## config.mk

```make
export PLATFORM = sky130hd
export DESIGN_NAME = fetch_stage
export DESIGN_NICKNAME = d
export VERILOG_FILES = /design/src/rtl/fetch_stage_pkg.sv /design/src/rtl/fetch_fifo.sv /design/src/rtl/fetch_stage.sv
export SDC_FILE = /design/constraint.sdc
export NUM_CORES = 1
export LEC_CHECK = 0
export ABC_AREA = 0
export CORE_MARGIN = 5
export CORE_UTILIZATION = 53
export CTS_BUF_LIST = sky130_fd_sc_hd__clkbuf_16
export DETAILED_ROUTE_END_ITERATION = 16
export PLACE_DENSITY = 0.83
export SYNTH_ARGS = -nofsm -noshare
export SYNTH_HDL_FRONTEND = slang
export SYNTH_HIERARCHICAL = 1
export SYNTH_SLANG_ARGS = --single-unit
```

## constraint.sdc

```tcl
create_clock -name clk -period 8.7 [get_ports clk]
set_clock_uncertainty 0.1 [all_clocks]
set_input_delay 1.74 -clock clk [delete_from_list [all_inputs] [get_ports clk]]
set_output_delay 1.74 -clock clk [all_outputs]
set_load 0.05 [all_outputs]
```

## src/rtl/fetch_stage_pkg.sv

```systemverilog
// ============================================================================
// Module  : fetch_stage_pkg
// Purpose : Shared constants and types for the pd5 fetch stage.
//           Holds the opcode constants, the NOP encoding, the reset PC and
//           the {pc, insn} buffer entry type.
// Ports   : none (package)
// Revision: 1.0 - initial release
// ============================================================================
`default_nettype none

package fetch_stage_pkg;

  // Base opcode constants
  localparam logic [6:0]  c_opc_op_imm = 7'b001_0011;
  localparam logic [6:0]  c_opc_op     = 7'b011_0011;
  localparam logic [6:0]  c_opc_branch = 7'b110_0011;
  localparam logic [6:0]  c_opc_jal    = 7'b110_1111;

  // addi x0, x0, 0
  localparam logic [31:0] c_nop        = {25'd0, c_opc_op_imm};

  localparam int          c_xlen       = 32;
  localparam logic [31:0] c_base_addr  = 32'h0100_0000;

  // One buffered fetch: the instruction and the address it came from.
  typedef struct packed {
    logic [c_xlen-1:0] pc;
    logic [c_xlen-1:0] insn;
  } fetch_entry_t;

endpackage : fetch_stage_pkg

`default_nettype wire

```

## src/rtl/fetch_fifo.sv

```systemverilog
// ============================================================================
// Module  : fetch_fifo
// Purpose : DEPTH-entry FIFO of fetch entries (DEPTH a power of two, >= 2).
//           clear has priority over push/pop; a push in the clear cycle
//           lands as the single surviving entry.
// Ports   : clk, rst     - clock, synchronous active-high reset
//           clear        - drop all entries
//           push, push_data - enqueue at the tail
//           pop          - remove the head (caller guarantees non-empty)
//           count        - number of valid entries
//           head         - entry at the head (meaningless when count == 0)
// Revision: 1.0 - initial release
// ============================================================================
`default_nettype none

module fetch_fifo
  import fetch_stage_pkg::*;
#(
  parameter int  DEPTH   = 2,
  parameter type entry_t = fetch_entry_t
) (
  input  logic                     clk,
  input  logic                     rst,
  input  logic                     clear,
  input  logic                     push,
  input  entry_t                   push_data,
  input  logic                     pop,
  output logic [$clog2(DEPTH):0]   count,
  output entry_t                   head
);

  localparam int c_pw = $clog2(DEPTH);
  localparam int c_cw = c_pw + 1;

  entry_t            r_mem [DEPTH];
  logic [c_pw-1:0]   r_rd;
  logic [c_pw-1:0]   r_wr;
  logic [c_cw-1:0]   r_count;
  logic [c_pw-1:0]   w_waddr;

  // A clear restarts both pointers at 0, so a push alongside it goes to slot 0.
  assign w_waddr = clear ? '0 : r_wr;

  always_ff @(posedge clk) begin
    if (!rst && push) begin
      r_mem[w_waddr] <= push_data;
    end
  end

  always_ff @(posedge clk) begin
    if (rst) begin
      r_rd    <= '0;
      r_wr    <= '0;
      r_count <= '0;
    end else if (clear) begin
      r_rd    <= '0;
      r_wr    <= push ? c_pw'(1) : '0;
      r_count <= push ? c_cw'(1) : '0;
    end else begin
      if (push) begin
        r_wr <= r_wr + c_pw'(1);
      end
      if (pop) begin
        r_rd <= r_rd + c_pw'(1);
      end
      r_count <= r_count + c_cw'(push) - c_cw'(pop);
    end
  end

  assign count = r_count;
  assign head  = r_mem[r_rd];

  a_no_overflow : assert property (@(posedge clk) disable iff (rst)
    !(push && !pop && !clear && (r_count == c_cw'(DEPTH))));

endmodule : fetch_fifo

`default_nettype wire

```

## src/rtl/fetch_stage.sv

```systemverilog
// ============================================================================
// Module  : fetch_stage
// Purpose : Instruction fetch for the pd5 pipeline. Owns the PC, issues
//           requests to a 1-cycle-latency instruction memory, buffers the
//           responses in fetch_fifo and hands {pc, insn} to decode with a
//           valid/ready handshake. Redirects flush buffered and in-flight
//           fetches.
// Config  : FETCH_MISALIGN_CHECK_EN - when defined, a misaligned redirect
//           enqueues one NOP entry flagged by misalign_o and halts fetch
//           until the next redirect or reset. When undefined, redirect
//           targets are forced word aligned and misalign_o is 0.
// Ports   : clk, rst                 - clock, synchronous active-high reset
//           imem_req_o, imem_addr_o  - fetch request / word address
//           imem_rdata_i             - instruction, one cycle after request
//           redirect_i, redirect_pc_i- control-flow change from execute
//           valid_o, ready_i         - handshake to decode
//           pc_o, insn_o             - head entry (0 / NOP when not valid)
//           misalign_o               - head is a misaligned-redirect marker
// Revision: 1.0 - initial release
// ============================================================================
`default_nettype none

module fetch_stage
  import fetch_stage_pkg::*;
#(
  parameter int                DWIDTH    = 32,
  parameter int                AWIDTH    = 32,
  parameter int                DEPTH     = 2,
  parameter logic [AWIDTH-1:0] BASE_ADDR = c_base_addr
) (
  input  logic              clk,
  input  logic              rst,
  output logic              imem_req_o,
  output logic [AWIDTH-1:0] imem_addr_o,
  input  logic [DWIDTH-1:0] imem_rdata_i,
  input  logic              redirect_i,
  input  logic [AWIDTH-1:0] redirect_pc_i,
  output logic              valid_o,
  input  logic              ready_i,
  output logic [AWIDTH-1:0] pc_o,
  output logic [DWIDTH-1:0] insn_o,
  output logic              misalign_o
);

  localparam int c_cw = $clog2(DEPTH) + 1;

  typedef struct packed {
    logic [AWIDTH-1:0] pc;
    logic [DWIDTH-1:0] insn;
  } entry_t;

  logic [AWIDTH-1:0] r_pc;
  logic [AWIDTH-1:0] r_inflight_pc;
  logic              r_inflight;

  logic [c_cw-1:0]   w_count;
  logic [c_cw:0]     w_occ;
  logic              w_valid;
  logic              w_pop;
  logic              w_issue;
  logic              w_push;
  logic              w_halt;
  logic              w_misalign_redirect;
  logic [AWIDTH-1:0] w_redirect_pc;
  entry_t            w_push_data;
  entry_t            w_head;

`ifdef FETCH_MISALIGN_CHECK_EN
  logic r_halt;

  assign w_misalign_redirect = redirect_i && (redirect_pc_i[1:0] != 2'b00);
  assign w_redirect_pc       = redirect_pc_i;
  assign w_halt              = r_halt;
  // While halted the only possible FIFO content is the marker entry.
  assign misalign_o          = r_halt && w_valid;

  always_ff @(posedge clk) begin
    if (rst) begin
      r_halt <= 1'b0;
    end else if (redirect_i) begin
      r_halt <= w_misalign_redirect;
    end
  end
`else
  assign w_misalign_redirect = 1'b0;
  assign w_redirect_pc       = redirect_pc_i & ~AWIDTH'(3);
  assign w_halt              = 1'b0;
  assign misalign_o          = 1'b0;
`endif

  assign w_valid = (w_count != '0);
  assign w_pop   = w_valid && ready_i && !redirect_i;

  // Slots already committed: buffered entries plus the response on its way.
  assign w_occ   = {1'b0, w_count} + {{c_cw{1'b0}}, r_inflight};
  assign w_issue = !rst && !redirect_i && !w_halt &&
                   ((w_occ < (c_cw + 1)'(DEPTH)) || w_pop);

  // On a redirect the in-flight response is dropped; only the misalign
  // marker may be enqueued in that cycle.
  assign w_push  = redirect_i ? w_misalign_redirect : r_inflight;
  always_comb begin
    w_push_data = '{pc: r_inflight_pc, insn: imem_rdata_i};
    if (redirect_i) begin
      w_push_data = '{pc: redirect_pc_i, insn: DWIDTH'(c_nop)};
    end
  end

  always_ff @(posedge clk) begin
    if (rst) begin
      r_pc          <= BASE_ADDR;
      r_inflight    <= 1'b0;
      r_inflight_pc <= '0;
    end else if (redirect_i) begin
      r_pc          <= w_redirect_pc;
      r_inflight    <= 1'b0;
    end else begin
      r_inflight <= w_issue;
      if (w_issue) begin
        r_pc          <= r_pc + AWIDTH'(4);
        r_inflight_pc <= r_pc;
      end
    end
  end

  fetch_fifo #(
    .DEPTH   (DEPTH),
    .entry_t (entry_t)
  ) u_fifo (
    .clk       (clk),
    .rst       (rst),
    .clear     (redirect_i),
    .push      (w_push),
    .push_data (w_push_data),
    .pop       (w_pop),
    .count     (w_count),
    .head      (w_head)
  );

  assign imem_req_o  = w_issue;
  assign imem_addr_o = r_pc;
  assign valid_o     = w_valid;
  assign pc_o        = w_valid ? w_head.pc   : '0;
  assign insn_o      = w_valid ? w_head.insn : DWIDTH'(c_nop);

endmodule : fetch_stage

`default_nettype wire

```

Word level (Yosys, flattened, before mapping)
Memories as Yosys holds them, arrays and structs flattened. A register that Yosys moved wholly into a read port is not among the register bits.
Cells that the tools add are included.
{"block": "op_classes", "add_sub_neg": 6, "magnitude_cmp": 1, "mux": 16, "bitwise_logic": 1, "reduce_logical": 13}
{"operator": "2-to-1 mux 32 bit", "count": 4}
{"operator": "2-to-1 mux 64 bit", "count": 1}
{"operator": "adder 32 x 3 -> 32 bit, second input constant", "count": 1}
{"operator": "2-to-1 mux 1 bit", "count": 10}
{"operator": "nonzero test 2 bit", "count": 3}
{"operator": "logical AND 1 bit", "count": 5}
{"operator": "adder 2 x 1 -> 3 bit", "count": 1}
{"operator": "< comparator 3 x 2 -> 1 bit, second input constant", "count": 1}
{"operator": "adder 1 bit, second input constant", "count": 2}
{"operator": "adder 2 x 1 -> 2 bit", "count": 1}
{"operator": "logical NOT 1 bit", "count": 2}
{"operator": "2-to-1 mux 2 bit", "count": 1}
{"operator": "AND reduction 2 bit", "count": 1}
{"operator": "OR reduction 2 bit", "count": 1}
{"operator": "subtractor 2 x 1 -> 2 bit", "count": 1}
{"operator": "logical OR 1 bit", "count": 1}
{"operator": "inverter 1 bit", "count": 1}
{"block": "totals", "regBits": 69, "ramBits": 128, "input_bits": 68, "n_memories": 1}
{"memory": "u_fifo.r_mem", "depth": 2, "word_bits": 64, "read_ports": 1, "rd_ports_with_merged_regs": 1, "wr": 1, "line": "fetch_fifo.sv:35", "rtl": "entry_t r_mem [DEPTH];"}

Logic depth before layout (Yosys ltp)
{"block": "logic_depth", "ltp_word": 7, "depth_mapped": 11, "mapped_depth_nobuf": 8}

Modules after synthesis
Netlist, hierarchy kept.
{"module": "fetch_fifo", "n_inst": 1, "cells_per_inst": 221, "area_per_inst_um2": 5143.7, "seq_area_each_um2": 3943.8}
{"module": "fetch_stage", "n_inst": 1, "cells_per_inst": 532, "area_per_inst_um2": 4020.1, "seq_area_each_um2": 1221.2}

Worst setup path before layout
Ideal clock, no wire load.
{"block": "synth_timing", "path_kind": "input-to-reg", "startpoint": "input port redirect_i", "endpoint": "memory u_fifo/r_mem[0][0] (netlist bit), enable pin", "setup_ns": 0.579, "t_arrival_ns": 7.276, "setup_slack_ns": 0.745, "stages": 5, "cell_sequence": "clkbuf_1 -> clkbuf_1 -> clkbuf_1 -> nor2b_1 -> nor3b_1"}
{"block": "synth_between", "elab_chain_len": 4, "word_cells_on_any_way": 5, "classes_between": "4 x mux; 1 x reduce/logical"}
{"element": "from (decl)", "line": "fetch_stage.sv:36", "rtl": "input logic redirect_i,"}
{"element": "2-to-1 mux 1 bit", "line": "fetch_stage.sv:101", "rtl": "assign w_push = redirect_i ? w_misalign_redirect : r_inflight;"}
{"element": "via w_push", "line": "fetch_stage.sv:61", "rtl": "logic w_push;"}
{"element": "logical AND 1 bit", "line": "fetch_fifo.sv:45", "rtl": "if (!rst && push) begin"}
{"element": "2-to-1 mux 1 bit", "line": "fetch_fifo.sv:45"}
{"element": "2-to-1 mux 1 bit (implied by the code)", "line": "fetch_fifo.sv:46", "rtl": "r_mem[w_waddr] <= push_data;"}
{"element": "to (decl)", "line": "fetch_fifo.sv:35"}
The timed path passes the listed nets, and every way through them passes these cells.

Final worst setup path
{"block": "layout_timing", "startpoint": "input port rst", "endpoint": "output port imem_req_o"}
{"block": "layout_between", "elab_chain_len": 3}
{"element": "from (decl)", "line": "fetch_stage.sv:32", "rtl": "input logic rst,"}
{"element": "logical NOT 1 bit", "line": "fetch_stage.sv:96", "rtl": "assign w_issue = !rst && !redirect_i && !w_halt &&"}
{"element": "logical AND 1 bit (2 in a row)", "line": "fetch_stage.sv:96"}
{"element": "to (decl)", "line": "fetch_stage.sv:33", "rtl": "output logic imem_req_o,"}
No other way between the ends.

==> impl_results.md <==
* Num CTS Buffers at 17
* Final antenna diode count at 0
* Vias in the first global route at 6280
* Count of H-tree levels built during CTS at 4
* Multiplexer fraction of the synthesized cell area at 13.4%
* Setup Crit Path Kind: in -> out
* Number of resized instances in the post-cts repair step at 0
* DRC violations left at 0
* Worst-case vdd ir drop at 0.137 mV
* Die outline area at 20000 um2
* Fraction of the core area covered by cells at the end of the flow at 66.5%
* Sequential fraction of the synthesis area at 56.4%
* Filler cells at 1303
* Setup TNS at 0 ns
* Initial antenna violation count at 0
* Number of nets in the layout at 959
* Total wire length at 21.0 mm
* Ports at 167
* Required time of the worst setup path at 6.86 ns
* Half-perimeter wire length of the detailed placement result at 13.3 mm
* Power per Cell Area at 179 nW/um2
* Wire per inst at 18.7 um
* Tightest Pin Transition at 1.14 ns
* Fraction of layout instances using a drive strength above 1 at 15.5%
* Worst hold path class: reg -> reg
* P_leak at 4.06 nW
* Synth async-reset ratio at 0%
* CTS tree: built
* Fraction of the mapped netlist area in adder cells at 0.410%
* Placed instance area at 10800 um2
* Critical-path maximum fanout at 46
* Setup-violating endpoint count in the final report at 0
* # hold bufs at CTS at 0
* FF+latch count, synth at 194
* Count of distinct cell types in the synthesized netlist at 54
* Initial core utilization at 53.5%
* Hold violation count in the final report at 0
* Post-route cell area at 11400 um2
* Number of I/O port buffers at 163
* Sum of overflow across all layers after global routing at 0
* Max-cap violations at 0
* Number of vias after detailed routing at 6387
* Type of origin of the critical path: input pin
* DIE WIDTH at 141 um
* Average instance area after synthesis at 12.2 um2
* Post-synthesis share of cell area spent on xor and xnor gates at 0.860%
* Outcome: complete, no violations
* GPL Wtd Cong at 0.871
* Number of sinks on the clock net at 194
* Setup repair after global routing missed its margin: false
* Most frequently used flop master after synthesis: sky130_fd_sc_hd__edfxtp_1
* Clock-pin slew of the registers on the worst-case setup and hold paths at 0.06 ns
* Core area at 17100 um2
* Capturing element type of the critical path: output port
* Synthesized instance count at 753
* Largest net degree at the start of global routing at 67
* Clock latency on the worst-skew pair at 0.43 ns
* Post-detailed-route count of antenna-violating nets at 0
* Global-route wire length before repair at 33.6 mm
* Post-synthesis simple-gate area fraction at 17.3%
* Detailed Routing Iterations Pass 1 at 5
* Commonest non-fill, non-tap cell in the layout: sky130_fd_sc_hd__clkdlybuf4s50_1
* Vertical die dimension at 141 um
* Total GRT Usage at 21.1%
* Via density per instance at 5.67
* Complex-gate fraction of the synthesized area at 7.22%
* Final max-slew violation count at 0
* Total number of yosys warnings at 6
* Final period util at 63.6%
* EDFF count, synth at 128
* Drt initial violations at 645
* Final period demand of the worst path at 5.53 ns
* Post-synth design cell area at 9160 um2
* Most used cells in the layout excluding fill and tap cells: sky130_fd_sc_hd__clkdlybuf4s50_1, sky130_fd_sc_hd__edfxtp_1, sky130_fd_sc_hd__nand2_1
* Max Clock Freq at 181 MHz
* Post-CTS Setup Bufs at 0
* Number of placement rows at 48
* CP arrival at 3.69 ns
* Post-synthesis to final-layout area growth at 24.3%
* Clock root buffer: sky130_fd_sc_hd__clkbuf_16
* Max_slew headroom at 23.9%
* Maximum number of buffers from clock root to sink at 2
* Combinational family with the most area after synthesis: simple AND/OR/NAND/NOR gates
==> metal layers <==
| layer | GRT usage [%] | vias to the layer above | share of wire, % |
|---|---|---|---|
| met4 | 5.76 | 0 | 1.4 |
| met3 | 5.19 | 19 | 7.7 |
| li1 | - | 3019 | - |
| met2 | 35.4 | 248 | 49 |
| met5 | 0 | - | 0 |
| met1 | 27.6 | 3101 | 42 |
==> critical path, cell delays in order <==
cell and delay [ns]:
sky130_fd_sc_hd__clkdlybuf4s50_1 0.40, sky130_fd_sc_hd__buf_4 0.28, sky130_fd_sc_hd__nor2_1 0.25, sky130_fd_sc_hd__o21ai_2 0.09, sky130_fd_sc_hd__inv_1 0.12, sky130_fd_sc_hd__clkdlybuf4s50_1 0.81
==> final cells by class <==
type,instances,area [um2],area share (%)
clock inverters,15,145,1.27
inverters,16,60.1,0.527
multi-input cells,487,3610,31.7
repair buffers,172,1700,14.9
flip-flops and latches,194,5170,45.4
well taps,225,282,2.47
clock buffers,17,425,3.74
==> final timing paths <==
path / start / cells after the start / end / slack, ns
max: rst / 6 / imem_req_o / 3.17
min: r_inflight_pc[20]$_SDFFE_PP0P_ / 2 / r_inflight_pc[20]$_SDFFE_PP0P_ / 0.35
max reg2reg: u_fifo/count[1]$_SDFF_PP0_ / 4 / imem_addr_o[23]$_SDFFE_PP0P_ / 5.89
min reg2reg: r_inflight_pc[20]$_SDFFE_PP0P_ / 2 / r_inflight_pc[20]$_SDFFE_PP0P_ / 0.35
==> synth_stat cells, types with 6 or more instances <==
cell	count	area share, %
sky130_fd_sc_hd__inv_1	16	0.66
sky130_fd_sc_hd__a21oi_1	7	0.38
sky130_fd_sc_hd__a211oi_1	8	0.66
sky130_fd_sc_hd__xor2_1	6	0.57
sky130_fd_sc_hd__edfxtp_1	128	42
sky130_fd_sc_hd__mux2_2	28	3.4
sky130_fd_sc_hd__nor2_1	21	0.86
sky130_fd_sc_hd__or4_1	15	1.2
sky130_fd_sc_hd__o211ai_1	14	1.1
sky130_fd_sc_hd__nand4_1	10	0.68
sky130_fd_sc_hd__a311oi_1	7	0.67
sky130_fd_sc_hd__clkbuf_1	42	1.7
sky130_fd_sc_hd__nor2b_1	32	2.2
sky130_fd_sc_hd__mux2_4	60	9.8
sky130_fd_sc_hd__o31ai_1	11	0.90
sky130_fd_sc_hd__buf_12	6	1.3
sky130_fd_sc_hd__dfxtp_1	66	14
sky130_fd_sc_hd__nor3_1	6	0.33
sky130_fd_sc_hd__or3_1	7	0.48
sky130_fd_sc_hd__o21ai_0	21	1.1
sky130_fd_sc_hd__nand2_1	72	2.9
sky130_fd_sc_hd__and2_1	65	4.4
sky130_fd_sc_hd__nand3_1	34	1.9
==> report_power, final <==
group          internal, W  switching [W]  total [W]
Clock             0.000421       0.000330   0.000751
Sequential         0.00101      0.0000246    0.00103
Combinational     0.000104       0.000157   0.000260
Total              0.00153       0.000512    0.00204
==> metrics by stage <==
step	hold slack (ns)	setup WS [ns]	total power, W	std cells
finish	0.352	3.17	0.00204	1126
global route	0.371	3.09	0.00212	1126
CTS	0.354	3.17	0.00206	1126
detailed placement	0.343	3.17	0.00131	1094
global placement	0.339	3.17	0.00131	1094
floorplan	0.332	0.745	0.00121	755
==> state kept, by name, summed over array words and instances, names as in the netlist, named ones only <==
register and cells:
u_fifo/r_rd 1, r_inflight_pc 30, u_fifo/count 2, imem_addr_o 30, u_fifo/r_mem 128, u_fifo/r_wr 1, r_inflight 1
==> cells by family after synthesis <==
logic type,after synthesis
mux,89
flops,194
other cells,1
xor+xnor,9
compound gates,94
fa+ha+maj,3
buf+inv,74
simple gates,289
No activity file was read; power rests on OpenSTA's default activity.
